## src/rtl/prefix_sum_stage.sv

```systemverilog
`default_nettype none
// ============================================================================
//  Module      : prefix_sum_stage
//  Description : Final stage of the mantissa prefix adder. Forms sum bits
//                and carry-out from group (G,P) pairs, then registers each
//                result into a small circular output buffer with a
//                valid/ready handshake toward the normaliser.
//  Options     : PSS_ZERO_FLAG_EN - store a per-entry sum==0 flag and drive
//                it on 'zero'; when undefined 'zero' is tied low.
//  Revision    : 1.0 - initial release
// ============================================================================
module prefix_sum_stage #(
    parameter int WIDTH = 17,
    parameter int DEPTH = 2
) (
    input  logic                  clk,
    input  logic                  reset,
    input  logic                  in_valid,
    output logic                  in_ready,
    input  logic [WIDTH-1:0][1:0] grp,
    input  logic [WIDTH-1:0]      pbit,
    input  logic                  cin,
    output logic                  out_valid,
    input  logic                  out_ready,
    output logic [WIDTH-1:0]      sum,
    output logic                  cout,
    output logic                  zero
);

    localparam int c_PTR_W = (DEPTH > 1) ? $clog2(DEPTH) : 1;
    localparam int c_CNT_W = $clog2(DEPTH + 1);
    localparam logic [c_CNT_W-1:0] c_DEPTH_CNT = c_CNT_W'(DEPTH);

    logic [WIDTH-1:0] w_carry;
    logic [WIDTH-1:0] w_sum;
    logic             w_cout;
    logic             w_push;
    logic             w_pop;

    logic [WIDTH-1:0]   r_sum_mem  [DEPTH];
    logic               r_cout_mem [DEPTH];
    logic [c_PTR_W-1:0] r_wr_ptr;
    logic [c_PTR_W-1:0] r_rd_ptr;
    logic [c_CNT_W-1:0] r_count;

    // Carry into bit i is the group generate of bits [i-1:0], or their group
    // propagate gating the external carry-in.
    assign w_carry[0] = cin;
    generate
        for (genvar i = 1; i < WIDTH; i++) begin : g_carry
            assign w_carry[i] = grp[i-1][1] | (grp[i-1][0] & cin);
        end
    endgenerate

    assign w_sum  = pbit ^ w_carry;
    assign w_cout = grp[WIDTH-1][1] | (grp[WIDTH-1][0] & cin);

    // A pop in the same cycle frees a slot, so a full buffer still accepts.
    assign in_ready  = (r_count < c_DEPTH_CNT) | out_ready;
    assign out_valid = (r_count != '0);
    assign w_push    = in_valid & in_ready;
    assign w_pop     = out_valid & out_ready;

    // Head entry is always read from storage; nothing bypasses the buffer.
    assign sum  = r_sum_mem[r_rd_ptr];
    assign cout = r_cout_mem[r_rd_ptr];

    // Entry storage: written at the write pointer on push, cleared on reset.
    always_ff @(posedge clk) begin
        if (reset) begin
            for (int k = 0; k < DEPTH; k++) begin
                r_sum_mem[k]  <= '0;
                r_cout_mem[k] <= 1'b0;
            end
        end else if (w_push) begin
            r_sum_mem[r_wr_ptr]  <= w_sum;
            r_cout_mem[r_wr_ptr] <= w_cout;
        end
    end

    // Pointers and occupancy; power-of-two depth lets pointers wrap naturally.
    always_ff @(posedge clk) begin
        if (reset) begin
            r_wr_ptr <= '0;
            r_rd_ptr <= '0;
            r_count  <= '0;
        end else begin
            if (w_push) r_wr_ptr <= r_wr_ptr + c_PTR_W'(1);
            if (w_pop)  r_rd_ptr <= r_rd_ptr + c_PTR_W'(1);
            case ({w_push, w_pop})
                2'b10:   r_count <= r_count + c_CNT_W'(1);
                2'b01:   r_count <= r_count - c_CNT_W'(1);
                default: r_count <= r_count;
            endcase
        end
    end

`ifdef PSS_ZERO_FLAG_EN
    logic r_zero_mem [DEPTH];

    // Exact-cancellation flag captured alongside each sum at push time.
    always_ff @(posedge clk) begin
        if (reset) begin
            for (int k = 0; k < DEPTH; k++) r_zero_mem[k] <= 1'b0;
        end else if (w_push) begin
            r_zero_mem[r_wr_ptr] <= ~|w_sum;
        end
    end

    assign zero = r_zero_mem[r_rd_ptr];
`else
    assign zero = 1'b0;
`endif

endmodule
`default_nettype wire

```

## config.mk

```make
export PLATFORM = sky130hd
export DESIGN_NAME = prefix_sum_stage
export DESIGN_NICKNAME = d
export VERILOG_FILES = /design/src/rtl/prefix_sum_stage.sv
export SDC_FILE = /design/constraint.sdc
export NUM_CORES = 1
export LEC_CHECK = 0
export CAP_MARGIN = 20
export CORE_ASPECT_RATIO = 0.7
export CORE_MARGIN = 1
export CORE_UTILIZATION = 40
export CTS_CLUSTER_SIZE = 28
export DETAILED_ROUTE_END_ITERATION = 8
export PLACE_DENSITY = 0.76
export SYNTH_ARGS = -nofsm -noshare
export SYNTH_HDL_FRONTEND = slang
export SYNTH_SLANG_ARGS = --single-unit
```

## constraint.sdc

```tcl
create_clock -name clk -period 1.6 [get_ports clk]
set_input_delay 0.32 -clock clk [delete_from_list [all_inputs] [get_ports clk]]
set_output_delay 0.32 -clock clk [all_outputs]
set_load 0.01 [all_outputs]
```

==> results.py <==
metrics = {
    "timing": {
        "layout_setup_ws_ns": -0.0571,
        "slew_violations": 0,
        "max_freq_mhz": 603,
        "finalCritPeriodShare_pct": 104,
        "rsz0062_at_grt": "true",
        "hold_viol": 0,
        "skew_ns": 0.00465,
        "setup_viol": 6,
        "min_period_ns": 1.66,
        "whs_ns": 0.537,
    },
    "layout": {
        "nFillCells": 378,
        "final_common_cell": "clkdlybuf4s50_1",
        "final_util_pct": 66.6,
        "fin_cells": 328,
        "design_area_mm2": 0.00325,
        "syn_to_final_growth_pct": 55.8,
        "layout.nets": 315,
        "final_layout_size_suffix_gt1_share_pct": 33.2,
        "antenna_cells": 0,
        "most-common-layout-cells": "54 x clkdlybuf4s50_1, 36 x edfxtp_1, 29 x nor2_1",
    },
    "worst_setup_path": {
        "cp.required_ns": 1.28,
        "critical_path_arrival_ns": 1.34,
        "crit_path_start_kind": "register",
        "path_class": "register to output port",
        "end_kind": "output port",
        "worst-path-max-fanout": 6,
    },
    "clock_network": {
        "clockBufferDepth": 2,
        "cts_made_buffers": 5,
        "clock_sinks": 41,
        "cts.clk_slew.worst_paths_ns": 0.08,
        "ctsHoldBuffers": 0,
        "clockRootBuffer": "clkbuf_8",
        "cts_tree": "yes",
        "h-tree-depth": 2,
        "worstSkewPairLatency_ns": 0.29,
    },
    "power": {
        "p_switching_mw": 1.03,
        "switching_share_pct": 28.4,
        "leakage_nw": 1.33,
        "power_density_mw_per_mm2": 1120,
        "pwr-share-clk_pct": 17.4,
        "combPwrFrac_pct": 43.5,
        "irDropWorstVdd_v": 0.000481,
        "power_mw": 3.63,
        "pwr-share-seq_pct": 39.2,
        "p_int_mw": 2.60,
    },
    "detailed_routing": {
        "viasPerCell": 4.57,
        "wire_per_inst_um": 13.2,
        "vias": 1500,
        "post-route-drc-count": 0,
        "drtIter0Drc": 43,
        "routed_wl_um": 4330,
        "drtAntennaViolNets": 0,
        "drt_pre_antenna_iters": 4,
    },
    "logic_synthesis": {
        "yosys.area.top_type": "edfxtp_1",
        "syn-cell-area_mm2": 0.00209,
        "synth.area.top_cells": "edfxtp_1 52%, mux2_2 9.7%, xor2_1 7.1%",
        "synth_top_area_share_pct": 51.8,
        "async_flop_share_pct": 0,
        "synth_edf_count": 36,
        "ys_ff_latch": 41,
        "yosysWarningCount": 0,
        "syn_inst": 161,
        "yosys.cell_types.count": 25,
        "avgSynthCellArea_um2": 13.0,
        "ys.flop_type": "edfxtp_1",
        "synth_fp_nets": 218,
        "seq_area_frac_synth_pct": 56.6,
    },
    "outcome": {
        "outcome": "finished, violations left",
        "violations": "negative setup slack",
    },
    "flow_run": {
        "drv_cap": 0,
    },
    "placement": {
        "post_dp_cell_area_mm2": 0.00302,
        "place.gp.congestion": 0.756,
        "dp.cells": 315,
        "place_hpwl_um": 3120,
        "io_buffers": 75,
    },
    "grt": {
        "grt_pass1_wl_um": 7030,
        "antenna_found_initial": 0,
        "grt-ovfl-total": 0,
        "grt_max_degree": 19,
        "grt_pass1_vias": 1478,
        "grt_use_total_pct": 17.0,
    },
    "floorplan": {
        "die-height_um": 62.5,
        "die_w_um": 88.4,
        "rows": 21,
        "start_util_pct": 42.7,
        "coreArea_mm2": 0.00489,
        "dieArea_mm2": 0.00552,
        "design.portCount": 77,
    },
    "worst_hold_path": {
        "hold_class": "register to register",
    },
}
power by group through the flow:
stage / Sequential, mW / Clock, mW / Combinational (mW)
after floorplan: 1.39 / 0 / 0.692
after CTS: 1.41 / 0.638 / 1.37
after global routing: 1.44 / 0.676 / 1.69
after detailed placement: 1.42 / 0 / 1.33
after global placement: 1.41 / 0 / 1.31
final: 1.42 / 0.630 / 1.58
cell families (layout without fill, tap and decap cells):
| family | after synthesis | in the layout | share of synthesized area [%] |
|---|---|---|---|
| XOR/XNOR | 20 | 20 | 8.39 |
| multiplexers | 18 | 18 | 9.71 |
| buffers and inverters | 10 | 108 | 4.55 |
| AO/OA/AOI/OAI | 22 | 22 | 5.63 |
| other | 1 | 1 | 0.180 |
| flip-flops | 41 | 41 | 56.6 |
| adder cells (fa/ha/maj) | 1 | 1 | 0.599 |
| AND/OR/NAND/NOR | 48 | 48 | 14.4 |
critical path, stage by stage (launching register included):
cell	delay, ns
dfxtp_4	0.37
buf_6	0.13
buf_4	0.13
mux2_4	0.30
buf_6	0.12
cell type report:
type	count	area [um2]	share of cell area [%]
clock buffer	5	68.8	2.12
timing repair buffer	100	1010	31.1
tap	69	86.3	2.65
multi-input combinational	110	890	27.3
sequential	41	1180	36.4
clock inverter	3	12.5	0.385
flip-flops by register name, summed over array words and instances (netlist names), named ones only:
| name | count |
|---|---|
| r_wr_ptr | 1 |
| r_count | 2 |
| r_rd_ptr | 1 |
| r_sum_mem | 34 |
| r_cout_mem | 2 |
per-layer routing:
layer / GRT usage, % / wire length [um]
met3: 3.83 / 244
met1: 22.2 / 1900
met5: 0 / 0
met4: 6.65 / 56
met2: 27.4 / 2130
worst paths after layout:
kind	from	endpoint	slack [ns]	depth (start not counted)
hold reg to reg	r_rd_ptr$_SDFFE_PP0P_	register	0.54	2
setup / recovery	register	sum[2]	-0.06	4
setup reg to reg	r_count[1]$_SDFFE_PP0P_	r_count[1]$_SDFFE_PP0P_	0.11	5
hold / removal	r_rd_ptr$_SDFFE_PP0P_	register	0.54	2
cells in the mapped netlist, types with 2 or more instances:
cell type	count
a21oi_1	19
buf_2	3
buf_4	2
buf_6	4
dfxtp_1	5
edfxtp_1	36
mux2_2	18
nand2b_1	3
nor2_1	29
nor2_2	3
nor2_4	7
xnor2_1	3
xor2_1	17
metrics by stage:
stage,setup TNS [ns],setup WS (ns)
after global routing,-0.559,-0.0832
final,-0.265,-0.0571
after CTS,-0.334,-0.0740
after floorplan,0,0.0306
after detailed placement,-12.96,-0.274
after global placement,-12.22,-0.234
timing repair:
action / in CTS / in global routing
endpoints found under the setup margin: 20 / 19
gates resized for setup: 90 / 29
buffers inserted: 5 / 0
pin swaps: 0 / 2
No activity file was read; power rests on OpenSTA's default activity.
